--- src/rtl/mem_burst_splitter.sv ---
// Cuts each accepted request into sub-requests that never cross a 2^BOUNDARY_LOG2
// byte boundary nor exceed 2^MAX_BURST_LOG2 bytes; bypass forwards a request whole.
module mem_burst_splitter #(
  parameter int ADDR_WIDTH     = 64,
  parameter int REQ_SIZE_WIDTH = 16,
  parameter int BOUNDARY_LOG2  = 12,
  parameter int MAX_BURST_LOG2 = 8,
  parameter int ID_WIDTH       = 4
) (
  input  logic                      clk,
  input  logic                      reset,
  input  logic                      split_en,
  input  logic                      in_valid,
  output logic                      in_ready,
  input  logic [ADDR_WIDTH-1:0]     in_addr,
  input  logic [REQ_SIZE_WIDTH-1:0] in_size,
  input  logic [ID_WIDTH-1:0]       in_id,
  output logic                      out_valid,
  input  logic                      out_ready,
  output logic [ADDR_WIDTH-1:0]     out_addr,
  output logic [REQ_SIZE_WIDTH-1:0] out_size,
  output logic [ID_WIDTH-1:0]       out_id,
  output logic                      out_first,
  output logic                      out_last,
  output logic                      busy,
  output logic                      req_done,
  output logic [ID_WIDTH-1:0]       req_done_id
);

  // Handshakes: a transfer happens on a rising edge where valid & ready are both 1;
  // valid never waits on ready, and an offered sub-request holds every field until taken.

  localparam int CW = (REQ_SIZE_WIDTH > BOUNDARY_LOG2 + 1) ? REQ_SIZE_WIDTH : BOUNDARY_LOG2 + 1;
  localparam logic [BOUNDARY_LOG2:0] BND_BYTES = (BOUNDARY_LOG2 + 1)'(1) << BOUNDARY_LOG2;
  localparam logic [CW-1:0]          MAX_BURST = CW'(1) << MAX_BURST_LOG2;

  // busy mirrors the state register, so the FSM state is visible on the ports.
  typedef enum logic {IDLE = 1'b0, ISSUE = 1'b1} state_t;

  state_t                    state_q, state_d;
  logic [ADDR_WIDTH-1:0]     cur_addr_q, cur_addr_d;
  logic [REQ_SIZE_WIDTH-1:0] rem_q, rem_d;
  logic [ID_WIDTH-1:0]       id_q, id_d;
  logic                      first_q, first_d;
  logic                      bypass_q, bypass_d;
  logic                      done_q, done_d;
  logic [ID_WIDTH-1:0]       done_id_q, done_id_d;

  logic [BOUNDARY_LOG2:0]    bnd_rem;
  logic [CW-1:0]             chunk_w;
  logic [REQ_SIZE_WIDTH-1:0] chunk;
  logic                      in_hs, out_hs;

  assign bnd_rem = BND_BYTES - {1'b0, cur_addr_q[BOUNDARY_LOG2-1:0]};

  always_comb begin
    chunk_w = CW'(rem_q);
    if (!bypass_q) begin
      if (CW'(bnd_rem) < chunk_w) chunk_w = CW'(bnd_rem);
      if (MAX_BURST < chunk_w)    chunk_w = MAX_BURST;
    end
    chunk = REQ_SIZE_WIDTH'(chunk_w);
  end

  always_ff @(posedge clk or negedge reset) begin
    if (!reset) begin
      state_q    <= IDLE;
      cur_addr_q <= '0;
      rem_q      <= '0;
      id_q       <= '0;
      first_q    <= 1'b0;
      bypass_q   <= 1'b0;
      done_q     <= 1'b0;
      done_id_q  <= '0;
    end else begin
      state_q    <= state_d;
      cur_addr_q <= cur_addr_d;
      rem_q      <= rem_d;
      id_q       <= id_d;
      first_q    <= first_d;
      bypass_q   <= bypass_d;
      done_q     <= done_d;
      done_id_q  <= done_id_d;
    end
  end

  assign in_hs  = in_valid & in_ready;
  assign out_hs = out_valid & out_ready;

  always_comb begin
    state_d    = state_q;
    cur_addr_d = cur_addr_q;
    rem_d      = rem_q;
    id_d       = id_q;
    first_d    = first_q;
    bypass_d   = bypass_q;
    done_d     = 1'b0;
    done_id_d  = done_id_q;
    if (out_hs) begin
      if (out_last) begin
        done_d    = 1'b1;
        done_id_d = id_q;
        state_d   = IDLE;
      end else begin
        cur_addr_d = cur_addr_q + ADDR_WIDTH'(chunk);
        rem_d      = rem_q - chunk;
        first_d    = 1'b0;
      end
    end
    if (in_hs) begin
      if (in_size != '0) begin
        state_d    = ISSUE;
        cur_addr_d = in_addr;
        rem_d      = in_size;
        id_d       = in_id;
        first_d    = 1'b1;
        bypass_d   = ~split_en;
      end else if (!out_hs) begin
        // A zero-size request taken alongside a last chunk shares the single done
        // slot; the completing parent keeps it.
        done_d    = 1'b1;
        done_id_d = in_id;
      end
    end
  end

  always_comb begin
    out_valid   = (state_q == ISSUE);
    out_addr    = cur_addr_q;
    out_size    = chunk;
    out_id      = id_q;
    out_first   = out_valid & first_q;
    out_last    = out_valid & (chunk == rem_q);
    busy        = out_valid;
    req_done    = done_q;
    req_done_id = done_id_q;
    in_ready    = ~out_valid | (out_ready & out_last);
  end

endmodule

--- config.mk ---
export PLATFORM = sky130hd
export DESIGN_NAME = mem_burst_splitter
export DESIGN_NICKNAME = d
export VERILOG_FILES = /design/src/rtl/mem_burst_splitter.sv
export SDC_FILE = /design/constraint.sdc
export NUM_CORES = 1
export LEC_CHECK = 0
export CAP_MARGIN = 30
export CORE_MARGIN = 4
export CORE_UTILIZATION = 41
export CTS_BUF_LIST = sky130_fd_sc_hd__clkbuf_16
export DETAILED_ROUTE_END_ITERATION = 8
export DONT_BUFFER_PORTS = 1
export PLACE_DENSITY = 0.62
export SLEW_MARGIN = 20
export SYNTH_ARGS = -nofsm -noshare
export SYNTH_HDL_FRONTEND = slang
export SYNTH_SLANG_ARGS = --single-unit
export TNS_END_PERCENT = 5
--- constraint.sdc ---
create_clock -name clk -period 11.4 [get_ports clk]
set_input_delay 2.28 -clock clk [delete_from_list [all_inputs] [get_ports clk]]
set_output_delay 2.28 -clock clk [all_outputs]
set_load 0.05 [all_outputs]
# --- Word-level counts from Yosys, hierarchy flattened ---
# Index checks and enable logic that the tools add are counted.
op_classes:
  addsub: 3
  multipliers: 0
  n_div: 0
  order_cmp: 2
  eq_ne: 1
  shift: 0
  muxes: 30
  bitwise: 8
  reduce_logical: 2
op_table:
  columns: ["cell", "n"]
  rows:
  - ["64-bit two-way mux", 4]
  - ["16-bit two-way mux", 8]
  - ["64-bit by 16-bit adder with 64-bit output", 1]
  - ["4-bit two-way mux", 5]
  - ["16-bit == test", 1]
  - ["13-bit by 16-bit < comparator with 1-bit output", 1]
  - ["9-bit by 16-bit < comparator with 1-bit output, first input constant", 1]
  - ["16-bit nonzero test", 1]
  - ["16-bit subtractor", 1]
  - ["1-bit two-way mux", 13]
  - ["13-bit by 12-bit subtractor with 13-bit output, first input constant", 1]
  - ["1-bit bitwise AND", 5]
  - ["1-bit NOT", 2]
  - ["2-bit AND reduction", 1]
  - ["1-bit OR", 1]
totals:
  ff_bits: 92
  latchBits: 0
  mem_bits_rw: 0
  romBits: 0
  inputBits: 89
  output_inout_bits: 94
  memories: 0

# --- Depth between registers and ports, before layout ---
logic_depth:
  ltp_word: 14
  ltp_mapped: 28
  depth_no_buf: 27

# --- Worst setup path after synthesis ---
# No wires, ideal clock.
synth_timing:
  path_type: "reg2out"
  start: "register cur_addr_q[3] (netlist: out_addr[3])"
  end: "output in_ready"
  arrival_time_ns: 4.946
  required_time_ns: 9.120
  path_slack_ns: 4.174
  path_stages_with_launch: 21
  path_buffers: 0
  path_cell_list: "dfrtp_1 > nor3_1 > nand2_1 > nor4_1 > xnor2_1 > ha_1 > a21o_1 > a21o_1 > a21o_1 > a21oi_1 > o21ai_0 > nor4b_1 > or4_1 > a21oi_1 > a22o_1 > ha_1 > nand3_1 > nor2_1 > and2_1 > nand2_1 > nand2_1"
synth_via:
  elab_chain_cells: 11
synth_lines:
  columns: ["element", "line", "source"]
  rows:
  - ["from (decl)", "41", "logic [ADDR_WIDTH-1:0] cur_addr_q, cur_addr_d;"]
  - ["from (signal assigned)", "77", "cur_addr_q <= cur_addr_d;"]
  - ["13-bit by 12-bit subtractor with 13-bit output (*)", "54", "assign bnd_rem = BND_BYTES - {1'b0, cur_addr_q[BOUNDARY_LOG2-1:0]};"]
  - ["13-bit by 16-bit < comparator with 1-bit output", "59", "if (CW'(bnd_rem) < chunk_w) chunk_w = CW'(bnd_rem);"]
  - ["16-bit two-way mux (*)", "59", null]
  - ["16-bit two-way mux (*)", "58", "if (!bypass_q) begin"]
  - ["9-bit by 16-bit < comparator with 1-bit output", "60", "if (MAX_BURST < chunk_w) chunk_w = MAX_BURST;"]
  - ["16-bit two-way mux (*)", "60", null]
  - ["16-bit two-way mux (*)", "58", null]
  - ["net out_size[0]", "21", "output logic [REQ_SIZE_WIDTH-1:0] out_size,"]
  - ["16-bit == test (*)", "133", "out_last = out_valid & (chunk == rem_q);"]
  - ["1-bit bitwise AND (*)", "133", null]
  - ["1-bit bitwise AND (*)", "137", "in_ready = ~out_valid | (out_ready & out_last);"]
  - ["1-bit OR (*)", "137", null]
  - ["to (decl)", "14", "output logic in_ready,"]
# The timed path passes the listed nets; every way through them passes the cells marked *. The select of a mux whose other input is x is not followed.

# --- Worst setup path after layout ---
# Same ends and word-level chain as after synthesis.

==> summary by stage <==
Timing
Setup violations remaining at the end of the flow were counted as 0. Headroom to the max-slew limit came out at 0.469. Setup repair after global routing left no endpoint under its margin.

The worst hold slack after final layout is between 400 and 500 ps. The count of final max-slew check failures is 0. The final-layout setup total negative slack is 0 ps. The final worst-path cycle share is 0.732. The actual transition at the worst max-transition pin is 789 ps. Subtracting the final worst setup slack from the clock period gives ~8300 ps. Between clock sinks in the finished design, the worst skew comes to 12.2 ps. The timing-limited maximum frequency is between 0.1 and 0.15 GHz. The final hold violation count is 0.

The worst path meets setup with 3050 ps of slack.

Power and ir drop
The switching power is 1.12 mW. The power density over the cells is 291 nW/um2. The portion of total power attributed to sequential cells is 0.355. The switching share of power is 0.522. The maximum ir drop on the vdd rail is 0.106 mV. The power consumption is roughly 2.1 mW.

The internal power is between 1 and 1.5 mW. The share of total power dissipated in combinational logic is 0.503. The static leakage power is 2.95 nW. Of the total power, the clock network draws 0.142.

Layout
The fraction of final layout cells with drive strength greater than 1 is 0.0454. The final standard cell area without fillers is approximately 7400 um2. The layout overhead on the synthesized area is 7.80%. Measured on the finished design, the core utilization comes to 0.456. The antenna diode count is 0. The number of standard cells in the layout, taps in and fillers out is about 1100. At the end of the flow, the number of nets in the layout was 968. Fill cells in the final layout number 1646.

Setup path
Data on the critical path is required at its endpoint by 9120 ps. The critical path goes through nor3_1 -> nand2_1 -> nor4_1 -> xnor2_1 -> ha_1 -> a21o_1 -> a21o_1 -> a21o_1 -> a21oi_1 -> o21ai_0 -> nor4b_1 -> or4_1 -> a21oi_1 -> a22o_1 -> ha_1 -> nand3_1 -> nor2_1 -> and2_1 -> nand2_1 -> nand2_1. The startpoint type of the worst setup path is a flop. The number of buffer and inverter stages on the critical path is 0.

The start point of the critical path is out_addr[3]$_DFF_PN0_. Data arrives at the worst endpoint at just over 6000 ps. The critical setup path kind is reg -> out. The worst setup path is captured at an output port. The critical path's top delay family is simple AND/OR/NAND/NOR gates. The worst register-to-register path begins at out_addr[3]$_DFF_PN0_.

The peak fanout along the critical path is 7. The largest stage delay on the critical path is 630 ps. The master of the slowest instance on the critical path is dfrtp_1.

Clock network
Counting every sink on the clock net gives 92. After clock tree synthesis, the flow added hold-fix buffers numbering 0. The TritonCTS clock tree is built.

The clock root buffer is clkbuf_16. Buffers inserted during clock tree synthesis total 9. The number of buffers on the longest clock path is 2. The clock latency at the later pin of the worst-skew pair is 350 ps.

The number of post-CTS setup repair buffers is 0. The maximum level of the CTS H-tree is 3. In this run, post-CTS repair resized a total of 0 instances. The register clock-pin slew on the reported worst setup and hold paths is roughly 70 ps.

Synthesis
The cell type with the largest total area after synthesis is dfrtp_1. In the synthesized netlist, the cells that appear most often are nand2_1, dfrtp_1, o21ai_0, nor2_1, xnor2_1. The commonest register cell after synthesis is dfrtp_1. Counting every instance in the synthesized netlist gives 845. The average instance area after synthesis is 8.07 um2. The most common cell in the synthesized netlist is nand2_1. Counting every net in the synthesized netlist gives around 1000. The total standard cell area after synthesis is 6820 um2. The share of synthesized flip-flops with an asynchronous set or reset is 1.00. Yosys mapped the design onto 57 distinct sky130hd cell types.

The number of register bits inferred by synthesis is 92. The portion of the post-synthesis area used by sequential elements is 0.337. After synthesis, the cell types taking the most area are dfrtp_1, ha_1, nand2_1. Of the post-synthesis cell area, the dominant cell type holds 0.337.

The number of enable flip-flop cells after synthesis is 0. The Yosys warning count is 0.

Die
The floorplan die width is 137 um. The floorplan step defined a die boundary enclosing between 15000 and 20000 um2. The count of standard-cell rows is 46. The initial cell density of the core is 0.423. The area of the core region is 16100 um2. In this run the count of I/O pins placed on the die edge is 183.

The height of the die is 137 um.

Route
The first-pass iteration count of the detailed router is 5. In the routed design, unresolved DRC markers number 0. The total wire length is 19.7 mm.

In the final routed layout, each cell accounts on average for 18.7 um. Dividing the detail-routed via count by the number of cells gives 5.69. The via count of the routed design is between 5000 and 6000. The post-detailed-route count of antenna-violating nets is 0. The violation count after the first detailed-route iteration is ~310.

Min path
The worst hold path begins at first_q$_DFF_PN0_. The path class of the tightest hold or removal check is reg -> reg.

Placed design
Detailed placement ended at an HPWL of 14.7 mm. Including well taps, the total number of placed cells is between 1000 and 1500. Port buffering added 0 buffers. The cell area after placement is about 7000 um2.

The post-place setup slack is 3420 ps. The weighted congestion reported at the end of routability-driven placement is 0.925.

Global route
The number of antenna violations at the first check in global routing is 0. The total overflow left after global routing is 0. For this run, the total global-route usage over all layers was measured as 0.209. The wire length of the first global-routing pass is about 31 mm. The via count of the first global-routing pass is around 5800. The pin count of the biggest net entering global routing is 93.

Outcome
The run finished with clean final reports.

Flow run
Max-cap violations in this run came to 0.
[placed cells by master, fill, tap and decap left out, types with 8 or more instances in the layout]
cell and n:
nand2_1 135, dfrtp_1 92, o21ai_0 76, nor2_1 66, xnor2_1 56, a21oi_1 54, ha_1 44, inv_1 32
nor3_1 29, nand3_1 25, xor2_1 20, nor4_1 18, a21o_1 17, nand4_1 14, and2_1 11, and3_1 10
nand2b_1 9, clkbuf_16 9, a22o_1 8, o21ai_1 8, a31oi_1 8
[worst reg2reg max path, stage by stage, from the launching register on]
cell	delay [ps]
dfrtp_1	630
nor3_1	410
nand2_1	180
nor4_1	250
xnor2_1	190
ha_1	240
a21o_1	170
a21o_1	170
a21o_1	170
a21oi_1	120
o21ai_0	90
nor4b_1	170
or4_1	560
a21oi_1	480
a22o_1	640
ha_1	360
a211oi_1	340
o21ai_0	210
a2111oi_0	730
o21ai_1	290
nor3_2	530
or4_1	400
nor3_1	100
xnor2_1	130
o21ai_0	180
[state kept, by name (all words and copies together), names as in the netlist]
register,flops
rem_q,16
req_done,1
req_done_id,4
bypass_q,1
busy,1
out_id,4
out_addr,64
first_q,1
[worst paths after layout]
kind | endpoint | slack, ps | depth (start not counted)
min in group asynchronous | out_addr[14]$_DFF_PN0_ | 1620 | 0
worst max-delay path | in_ready | 3050 | 20
worst min register to register | first_q$_DFF_PN0_ | 470 | 2
worst min-delay path | first_q$_DFF_PN0_ | 470 | 2
worst max register to register | out_addr[35]$_DFF_PN0_ | 3600 | 24
max in group asynchronous | out_addr[47]$_DFF_PN0_ | 9590 | 0
[logic make-up (layout without fill, tap and decap cells)]
family,count (synthesis),count (layout),synth area share
AND/OR/NAND/NOR,356,356,0.254
AO/OA/AOI/OAI,210,210,0.184
flip-flops,92,92,0.337
XOR/XNOR,76,76,0.0976
buffers and inverters,61,53,0.0348
adder cells (fa/ha/maj),46,46,0.0866
multiplexers,4,4,0.00587
[routing by layer]
metal	part of all wire	wire length [um]	vias to the layer above	track usage
li1	-	-	2985	-
met1	0.45	8910	2804	0.290
met2	0.44	8780	178	0.310
met3	0.088	1740	20	0.0643
met4	0.016	308	0	0.0643
met5	0	0	-	0
[power by group through the flow]
stage | clock network [mW] | logic, mW | registers (mW)
after global routing | 0.329 | 1.22 | 0.780
after detailed placement | 0 | 1.07 | 0.767
final | 0.305 | 1.08 | 0.761
after global placement | 0 | 1.06 | 0.766
after floorplan | 0 | 0.882 | 0.720
after CTS | 0.314 | 1.07 | 0.761
[cell type report]
cell class	instances	area, um2	share of cell area
Inverter	31	116	0.0158
Clock buffer	9	225	0.0306
Clock inverter	6	66.3	0.00902
Multi-Input combinational cell	692	4300	0.585
Sequential cell	92	2300	0.313
Timing Repair Buffer	7	70.1	0.00953
Tap cell	216	270	0.0368
Power figures use the tool's default switching activity.
